**src/rtl/cpu_trace_pkg.sv**
```systemverilog
// Shared definitions for the CPU retirement trace buffer.
//   - FSM state encodings (also driven on the status port)
//   - trigger-source encodings for trig_mode
//   - write-back metadata layout and trace entry width helpers
package cpu_trace_pkg;

    typedef enum logic [1:0] {
        ST_IDLE = 2'd0,
        ST_PRE  = 2'd1,
        ST_POST = 2'd2,
        ST_DUMP = 2'd3
    } trace_state_e;

    typedef enum logic [1:0] {
        TRIG_FORCE = 2'b00,
        TRIG_PC    = 2'b01,
        TRIG_REG   = 2'b10,
        TRIG_RSVD  = 2'b11
    } trig_mode_e;

    localparam int unsigned DEFAULT_DW = 32;
    localparam int unsigned REG_ADDR_W = 5;
    localparam int unsigned WE_W       = 1;
    localparam int unsigned META_W     = WE_W + REG_ADDR_W;

    // Write-back metadata that sits between inst and wdata in an entry.
    typedef struct packed {
        logic                  we;
        logic [REG_ADDR_W-1:0] waddr;
    } wb_meta_t;

    // Entry layout, MSB first: {pc, inst, we, waddr, wdata}.
    function automatic int unsigned entry_w(input int unsigned dw);
        return 3 * dw + META_W;
    endfunction

    localparam int unsigned ENTRY_W = entry_w(DEFAULT_DW);

endpackage

```
**src/rtl/cpu_trace_buffer_if.sv**
```systemverilog
// Commit bus and dump stream between the core, the trace buffer and the
// trace consumer.
//   master : the core/consumer side (drives commits and out_ready)
//   slave  : the trace buffer (drives out_valid/out_entry/out_last)
interface cpu_trace_buffer_if
    import cpu_trace_pkg::*;
#(
    parameter int unsigned DW = DEFAULT_DW
);
    localparam int unsigned EW = entry_w(DW);

    // retired-instruction stream
    logic                  commit_valid;
    logic [DW-1:0]         commit_pc;
    logic [DW-1:0]         commit_inst;
    logic                  commit_we;
    logic [REG_ADDR_W-1:0] commit_waddr;
    logic [DW-1:0]         commit_wdata;

    // dump stream
    logic                  out_valid;
    logic                  out_ready;
    logic [EW-1:0]         out_entry;
    logic                  out_last;

    modport master (
        output commit_valid, commit_pc, commit_inst,
        output commit_we, commit_waddr, commit_wdata,
        output out_ready,
        input  out_valid, out_entry, out_last
    );

    modport slave (
        input  commit_valid, commit_pc, commit_inst,
        input  commit_we, commit_waddr, commit_wdata,
        input  out_ready,
        output out_valid, out_entry, out_last
    );

endinterface

```
**src/rtl/cpu_trace_buffer_trace_ram.sv**
```systemverilog
// trace_ram: DEPTH x WIDTH storage for trace entries.
//   clk, rst             : clock, async active-low reset (read register only)
//   wr_en/wr_addr/wr_data: synchronous write port
//   rd_en/rd_addr        : read request, data appears on rd_data next edge
//   rd_data              : registered read data, holds while rd_en is low
module trace_ram #(
    parameter  int unsigned DEPTH = 16,
    parameter  int unsigned WIDTH = 102,
    localparam int unsigned AW    = $clog2(DEPTH)
) (
    input  logic             clk,
    input  logic             rst,
    input  logic             wr_en,
    input  logic [AW-1:0]    wr_addr,
    input  logic [WIDTH-1:0] wr_data,
    input  logic             rd_en,
    input  logic [AW-1:0]    rd_addr,
    output logic [WIDTH-1:0] rd_data
);

    logic [WIDTH-1:0] mem [DEPTH];

    // Storage array is intentionally not reset.
    always_ff @(posedge clk) begin
        if (wr_en) begin
            mem[wr_addr] <= wr_data;
        end
    end

    // Read register doubles as the dump output register, so it is reset.
    always_ff @(posedge clk or negedge rst) begin
        if (!rst) begin
            rd_data <= '0;
        end else if (rd_en) begin
            rd_data <= mem[rd_addr];
        end
    end

endmodule

```
**src/rtl/cpu_trace_buffer.sv**
```systemverilog
// cpu_trace_buffer: circular capture of retired instructions around a
// trigger, then an oldest-first dump over a valid/ready stream.
//   clk, rst        : clock, async active-low reset
//   arm             : pulse to start (or restart) a capture
//   trig_mode       : 00 force only, 01 pc match, 10 register-write match
//   trig_pc/trig_reg: trigger compare values
//   force_trig      : immediate trigger in any mode
//   bus             : commit stream in, dump stream out (slave side)
//   state, count    : FSM state and number of valid entries held
module cpu_trace_buffer
    import cpu_trace_pkg::*;
#(
    parameter  int unsigned DEPTH = 16,
    parameter  int unsigned POST  = 8,
    parameter  int unsigned DW    = DEFAULT_DW,
    localparam int unsigned AW    = $clog2(DEPTH),
    localparam int unsigned CW    = AW + 1,
    localparam int unsigned EW    = entry_w(DW)
) (
    input  logic                  clk,
    input  logic                  rst,
    input  logic                  arm,
    input  logic [1:0]            trig_mode,
    input  logic [DW-1:0]         trig_pc,
    input  logic [REG_ADDR_W-1:0] trig_reg,
    input  logic                  force_trig,
    cpu_trace_buffer_if.slave     bus,
    output logic [1:0]            state,
    output logic [CW-1:0]         count
);

    trace_state_e  state_q, state_d;
    logic [AW-1:0] wptr_q;
    logic [AW-1:0] rptr_q;
    logic [AW-1:0] post_q;
    logic [CW-1:0] cnt_q;
    logic [CW-1:0] left_q;
    logic          out_valid_q;
    logic          out_last_q;

    logic          trig_match_c;
    logic          restart_c;
    logic          wr_en_c;
    logic          trig_hit_c;
    logic          dump_start_c;
    logic          fetch_c;
    logic          done_c;
    wb_meta_t      meta_c;
    logic [EW-1:0] wr_data_c;

    // Trigger condition for the current commit; only consulted in PRE.
    assign trig_match_c = force_trig
                       || ((trig_mode == TRIG_PC) && (bus.commit_pc == trig_pc))
                       || ((trig_mode == TRIG_REG) && bus.commit_we
                           && (bus.commit_waddr == trig_reg)
                           && (trig_reg != '0));

    assign meta_c    = '{we: bus.commit_we, waddr: bus.commit_waddr};
    assign wr_data_c = {bus.commit_pc, bus.commit_inst, meta_c, bus.commit_wdata};

    // State register.
    always_ff @(posedge clk or negedge rst) begin
        if (!rst) begin
            state_q <= ST_IDLE;
        end else begin
            state_q <= state_d;
        end
    end

    // Next state and per-cycle datapath strobes.
    always_comb begin
        state_d      = state_q;
        restart_c    = 1'b0;
        wr_en_c      = 1'b0;
        trig_hit_c   = 1'b0;
        dump_start_c = 1'b0;
        fetch_c      = 1'b0;
        done_c       = 1'b0;
        case (state_q)
            ST_IDLE: begin
                if (arm) begin
                    restart_c = 1'b1;
                    state_d   = ST_PRE;
                end
            end
            ST_PRE: begin
                if (arm) begin
                    restart_c = 1'b1;
                end else if (bus.commit_valid) begin
                    wr_en_c = 1'b1;
                    if (trig_match_c) begin
                        trig_hit_c = 1'b1;
                        state_d    = ST_POST;
                    end
                end
            end
            ST_POST: begin
                // Counter at zero means the post window is full: commits
                // arriving in this cycle are not recorded.
                if (arm) begin
                    restart_c = 1'b1;
                    state_d   = ST_PRE;
                end else if (post_q == '0) begin
                    dump_start_c = 1'b1;
                    state_d      = ST_DUMP;
                end else if (bus.commit_valid) begin
                    wr_en_c = 1'b1;
                end
            end
            ST_DUMP: begin
                // A fetch loads the output register; the first one happens
                // unconditionally on the first DUMP cycle.
                if (!out_valid_q) begin
                    fetch_c = 1'b1;
                end else if (bus.out_ready) begin
                    if (out_last_q) begin
                        done_c  = 1'b1;
                        state_d = ST_IDLE;
                    end else begin
                        fetch_c = 1'b1;
                    end
                end
            end
            default: begin
                state_d = ST_IDLE;
            end
        endcase
    end

    // Pointers, counters and stream flags.
    always_ff @(posedge clk or negedge rst) begin
        if (!rst) begin
            wptr_q      <= '0;
            rptr_q      <= '0;
            post_q      <= '0;
            cnt_q       <= '0;
            left_q      <= '0;
            out_valid_q <= 1'b0;
            out_last_q  <= 1'b0;
        end else begin
            if (restart_c) begin
                wptr_q <= '0;
                cnt_q  <= '0;
                post_q <= '0;
            end else begin
                if (wr_en_c) begin
                    wptr_q <= wptr_q + AW'(1);
                    if (cnt_q != CW'(DEPTH)) begin
                        cnt_q <= cnt_q + CW'(1);
                    end
                end
                if (trig_hit_c) begin
                    post_q <= AW'(POST);
                end else if (wr_en_c && (state_q == ST_POST)) begin
                    post_q <= post_q - AW'(1);
                end
            end

            // A full buffer has cnt low bits of zero, so start == wptr.
            if (dump_start_c) begin
                rptr_q <= wptr_q - cnt_q[AW-1:0];
                left_q <= cnt_q;
            end else if (fetch_c) begin
                rptr_q <= rptr_q + AW'(1);
                left_q <= left_q - CW'(1);
            end

            if (fetch_c) begin
                out_valid_q <= 1'b1;
                out_last_q  <= (left_q == CW'(1));
            end else if (done_c) begin
                out_valid_q <= 1'b0;
                out_last_q  <= 1'b0;
            end
        end
    end

    trace_ram #(
        .DEPTH (DEPTH),
        .WIDTH (EW)
    ) u_trace_ram (
        .clk     (clk),
        .rst     (rst),
        .wr_en   (wr_en_c),
        .wr_addr (wptr_q),
        .wr_data (wr_data_c),
        .rd_en   (fetch_c),
        .rd_addr (rptr_q),
        .rd_data (bus.out_entry)
    );

    assign bus.out_valid = out_valid_q;
    assign bus.out_last  = out_last_q;
    assign state         = state_q;
    assign count         = cnt_q;

endmodule

```
**src/flat_wrapper.sv**
```systemverilog
// flat-port wrapper written by rule: the top's interface ports become plain ports
module cpu_trace_buffer_flat import cpu_trace_pkg::*;
#(
    parameter  int unsigned DEPTH = 16,
    parameter  int unsigned POST  = 8,
    parameter  int unsigned DW    = DEFAULT_DW,
    localparam int unsigned AW    = $clog2(DEPTH),
    localparam int unsigned CW    = AW + 1,
    localparam int unsigned EW    = entry_w(DW)
)
  (clk, rst, arm, trig_mode, trig_pc, trig_reg, force_trig, state, count, bus_commit_valid, bus_commit_pc, bus_commit_inst, bus_commit_we, bus_commit_waddr, bus_commit_wdata, bus_out_ready, bus_out_valid, bus_out_entry, bus_out_last);
  cpu_trace_buffer_if #(.DW(DW)) bus_i ();
  input  logic clk;
  input  logic rst;
  input  logic arm;
  input  logic [1:0] trig_mode;
  input  logic [DW-1:0] trig_pc;
  input  logic [REG_ADDR_W-1:0] trig_reg;
  input  logic force_trig;
  output logic [1:0] state;
  output logic [CW-1:0] count;
  input wire logic [$bits(bus_i.commit_valid)-1:0] bus_commit_valid;
  input wire logic [$bits(bus_i.commit_pc)-1:0] bus_commit_pc;
  input wire logic [$bits(bus_i.commit_inst)-1:0] bus_commit_inst;
  input wire logic [$bits(bus_i.commit_we)-1:0] bus_commit_we;
  input wire logic [$bits(bus_i.commit_waddr)-1:0] bus_commit_waddr;
  input wire logic [$bits(bus_i.commit_wdata)-1:0] bus_commit_wdata;
  input wire logic [$bits(bus_i.out_ready)-1:0] bus_out_ready;
  output wire logic [$bits(bus_i.out_valid)-1:0] bus_out_valid;
  output wire logic [$bits(bus_i.out_entry)-1:0] bus_out_entry;
  output wire logic [$bits(bus_i.out_last)-1:0] bus_out_last;
  assign bus_i.commit_valid = bus_commit_valid;
  assign bus_i.commit_pc = bus_commit_pc;
  assign bus_i.commit_inst = bus_commit_inst;
  assign bus_i.commit_we = bus_commit_we;
  assign bus_i.commit_waddr = bus_commit_waddr;
  assign bus_i.commit_wdata = bus_commit_wdata;
  assign bus_i.out_ready = bus_out_ready;
  assign bus_out_valid = bus_i.out_valid;
  assign bus_out_entry = bus_i.out_entry;
  assign bus_out_last = bus_i.out_last;
  cpu_trace_buffer #(.DEPTH(DEPTH), .POST(POST), .DW(DW)) u_core (.clk(clk), .rst(rst), .arm(arm), .trig_mode(trig_mode), .trig_pc(trig_pc), .trig_reg(trig_reg), .force_trig(force_trig), .bus(bus_i), .state(state), .count(count));
endmodule
```
**config.mk**
```make
export PLATFORM = sky130hd
export DESIGN_NAME = cpu_trace_buffer_flat
export DESIGN_NICKNAME = d
export VERILOG_FILES = /design/src/rtl/cpu_trace_pkg.sv /design/src/rtl/cpu_trace_buffer_if.sv /design/src/rtl/cpu_trace_buffer_trace_ram.sv /design/src/rtl/cpu_trace_buffer.sv /design/src/flat_wrapper.sv
export SDC_FILE = /design/constraint.sdc
export NUM_CORES = 2
export LEC_CHECK = 0
export BUFFER_PORTS_ARGS = -buffer_cell sky130_fd_sc_hd__buf_2
export CAP_MARGIN = 40
export CORE_MARGIN = 2
export CORE_UTILIZATION = 45
export CTS_BUF_LIST = sky130_fd_sc_hd__clkbuf_16
export DETAILED_ROUTE_END_ITERATION = 7
export GPL_TIMING_DRIVEN = 0
export PLACE_DENSITY_LB_ADDON = 0.05
export SYNTH_ARGS = -nofsm -noshare
export SYNTH_HDL_FRONTEND = slang
export SYNTH_HIERARCHICAL = 1
export SYNTH_SLANG_ARGS = --single-unit
```
**constraint.sdc**
```tcl
create_clock -name clk -period 14.2 [get_ports clk]
set_input_delay 2.84 -clock clk [delete_from_list [all_inputs] [get_ports clk]]
set_output_delay 2.84 -clock clk [all_outputs]
set_load 0.01 [all_outputs]
```
==> metrics.yaml <==
floorplanning:
  design.portCount: 258
  initial_core_util: 0.452
  rows: 142
  die_width_um: 392
  design.die.area_sq_um: 153000
  placeableCoreArea_sq_um: 150000
  die-height_um: 392
routing:
  wl_um: 183000
  number_of_drc_violations_after_detailed_routing_iteration_0: 2833
  first_pass_iters: 5
  vias_per_cell: 5.82
  postRouteAntennaNets: 0
  avgRoutedWirePerCell_um: 31.9
  routed-via-count: 33500
  drc: 0
cells_and_area:
  finalInstanceArea_sq_um: 79700
  layout_commonest_cell: "edfxtp_1"
  layout.nets: 3733
  area_delta_synth_final_pct: 17.9
  num-fill-cells: 11700
  drive_gt1_frac: 0.352
  mostFrequentLayoutCells: "1632 x edfxtp_1, 408 x mux4_2, 289 x buf_2"
yosys:
  synth_enable_flop_cells: 1632
  synth-warning-count: 6
  netlist.top_cell.by_area: "edfxtp_1"
  netlist.area_leader.share: 0.724
  synthDistinctLibCells: 51
  ys_seq_area_frac: 0.772
  ys.flop_type: "edfxtp_1"
  synth.net_count: 3119
  synth_seq_cells: 1760
  mapped_cells: 2956
  synth_async_sr_flop_share: 0.0727
  avg_inst_size_synth_sq_um: 22.9
  netlist_area_sq_um: 67700
  synth_top_cells_by_area: "edfxtp_1 72%, mux4_2 14%, dfrtp_1 4.7%"
clock_network:
  numCtsBuffers: 182
  clockRootBuffer: "clkbuf_16"
  sink_count_of_the_clock_tree: 1760
  cts-resized-gates: 0
  hold_buffers: 0
  cts_max_level: 4
  cts_tree: "yes"
  cts_buffer_depth: 3
  worst_setup_hold_path_clk_slew_ps: 60
  clk_latency_ps: 810
  post_cts_buffers: 0
placed_design:
  io_buffers: 257
  dp_hpwl_um: 121000
  placed_cell_area_sq_um: 74200
  globalplace.congestion: 0.744
  place_worst_setup_slack_ps: 7880
sta:
  final.min_clock_period_ps: 5510
  rsz_0062_raised_after_global_routing: "no"
  worst_clk_skew_ps: 31.9
  timing.max_slew.rel_slack: 0.392
  worst_pin_slew_ps: 913
  maximum_clock_frequency_mhz: 182
  tcrit_tclk_final: 0.388
  hold_violations: 0
  timing.final.max_slew_violations: 0
  final_critical_path_setup_slack_ps: 8690
  setup_viol: 0
grt:
  via_count_of_the_first_global_routing_pass: 34800
  grt_remaining_overflow: 0
  grt_max_degree: 79
  antenna_found_initial: 26
  wire_length_of_the_first_global_routing_pass_um: 257000
  total_routing_usage_reported_by_global_routing: 0.240
worst_setup_path:
  regToRegStartpoint: "u_core/post_q[0]$_DFFE_PN0P_"
  endpoint: "u_core/u_trace_ram/mem[8][1]$_DFFE_PP_"
  arrival_ps: 5990
  crit_type: "in -> reg"
  cp-startpoint: "arm"
  setup.worst_path.start_class: "primary input"
  r2r.worst_path.cells: 12
  crit_path_max_fanout: 10
  regToRegEndpoint: "u_core/u_trace_ram/mem[8][1]$_DFFE_PP_"
  r2r_setup_slack_ps: 10270
  critPathRequiredTime_ps: 14680
  setup.worst_path.end_class: "flip-flop"
power:
  power_uw: 14400
  power.ir.vdd_worst_uv: 137
  cellLeakagePower_uw: 0.0261
  power_density_nw_per_um2: 180
flow_run:
  max_cap_violations: 0
status:
  run_status: "complete, no violations"
worst_hold_path:
  timing.hold.worst.class: "reg -> reg"
-- power breakdown --
| group | internal [uW] | switching [uW] |
|---|---|---|
| registers | 5870 | 161 |
| clock network | 2490 | 1940 |
| logic | 1680 | 2220 |
| total | 10000 | 4320 |
-- area by class of cell --
cell class / count / area (sq um) / area share
tap: 2016 / 2520 / 0.0316
antenna: 7 / 17.5 / 0.000220
timing repair buffer: 430 / 3900 / 0.0489
inverter: 17 / 63.8 / 0.000800
clock inverter: 154 / 876 / 0.0110
sequential: 1760 / 52200 / 0.655
buffer: 162 / 1190 / 0.0150
clock buffer: 186 / 4650 / 0.0584
multi-input combinational: 1017 / 14300 / 0.179
-- metrics by stage --
step                std cells  setup TNS [ps]   util  hold slack [ps]
floorplan                2956               0      -              532
global placement         5229        -4482920  0.478              541
detailed placement       5401               0  0.496              529
CTS                      5741               0  0.533              551
global route             5745               0  0.533              579
finish                   5749               0  0.533              553
-- worst min path at each step --
stage / startpoint / endpoint / slack [ps] / cells after the start
6_report: u_core/bus.out_last$_DFFE_PN0P_ / u_core/bus.out_last$_DFFE_PN0P_ / 550 / 1
5_1_grt: u_core/bus.out_last$_DFFE_PN0P_ / u_core/bus.out_last$_DFFE_PN0P_ / 580 / 1
4_1_cts: u_core/bus.out_last$_DFFE_PN0P_ / u_core/bus.out_last$_DFFE_PN0P_ / 550 / 1
3_5_place_dp: u_core/bus.out_last$_DFFE_PN0P_ / u_core/bus.out_last$_DFFE_PN0P_ / 530 / 1
3_3_place_gp: u_core/bus.out_last$_DFFE_PN0P_ / u_core/bus.out_last$_DFFE_PN0P_ / 540 / 1
2_1_floorplan: u_core/left_q[1]$_DFFE_PN0P_ / u_core/left_q[1]$_DFFE_PN0P_ / 530 / 2
-- cells in the mapped netlist (2+ instances only) --
master / instances
a2111oi_2: 2
a21oi_1: 9
a21oi_2: 2
a221oi_2: 102
and2_1: 3
buf_2: 31
buf_4: 15
buf_6: 34
buf_8: 17
clkbuf_1: 57
clkbuf_4: 7
dfrtp_1: 128
edfxtp_1: 1632
ha_1: 15
inv_1: 16
mux2i_1: 104
mux4_2: 408
nand2_1: 20
nand2b_1: 4
nand3_1: 3
nand3b_1: 3
nand4_1: 11
nor2_1: 130
nor3_1: 12
nor4_1: 4
o21ai_0: 4
o21ai_2: 4
o22ai_1: 102
xnor2_1: 41
xor2_1: 15
-- cell families (layout without fill, tap and decap cells) --
group / count (synthesis) / count (layout) / share of synthesized area
flip-flops: 1760 / 1760 / 0.772
multiplexers: 512 / 512 / 0.151
AO/OA/AOI/OAI: 235 / 235 / 0.0356
AND/OR/NAND/NOR: 198 / 198 / 0.0127
buffers and inverters: 179 / 949 / 0.0186
XOR/XNOR: 56 / 56 / 0.00725
adder cells (fa/ha/maj): 16 / 16 / 0.00307
other: 0 / 7 / 0
-- sequential cells by signal, indices dropped and copies added (netlist names) --
register	flops
u_core/u_trace_ram/mem	1632
u_core/u_trace_ram/rd_data	102
u_core/count	5
u_core/left_q	5
u_core/post_q	4
u_core/rptr_q	4
u_core/wptr_q	4
u_core/state	2
u_core/bus.out_last	1
u_core/bus.out_valid	1
-- worst max-delay path, cell delays in order --
cell	delay, ps
buf_2	120
nor2b_1	280
nand2_1	160
nor2_2	410
nand3b_1	380
nor3_2	740
buf_6	250
buf_4	220
buf_6	190
buf_6	160
buf_4	210
-- per-layer routing --
layer / GRT usage / up-vias / wire length, um
met2: 0.388 / 1083 / 89000
met3: 0.0472 / 269 / 11900
met1: 0.337 / 18300 / 77900
met5: 0 / - / 106
li1: - / 13800 / -
met4: 0.0643 / 18 / 4140
(Power assumes the default switching activity.)
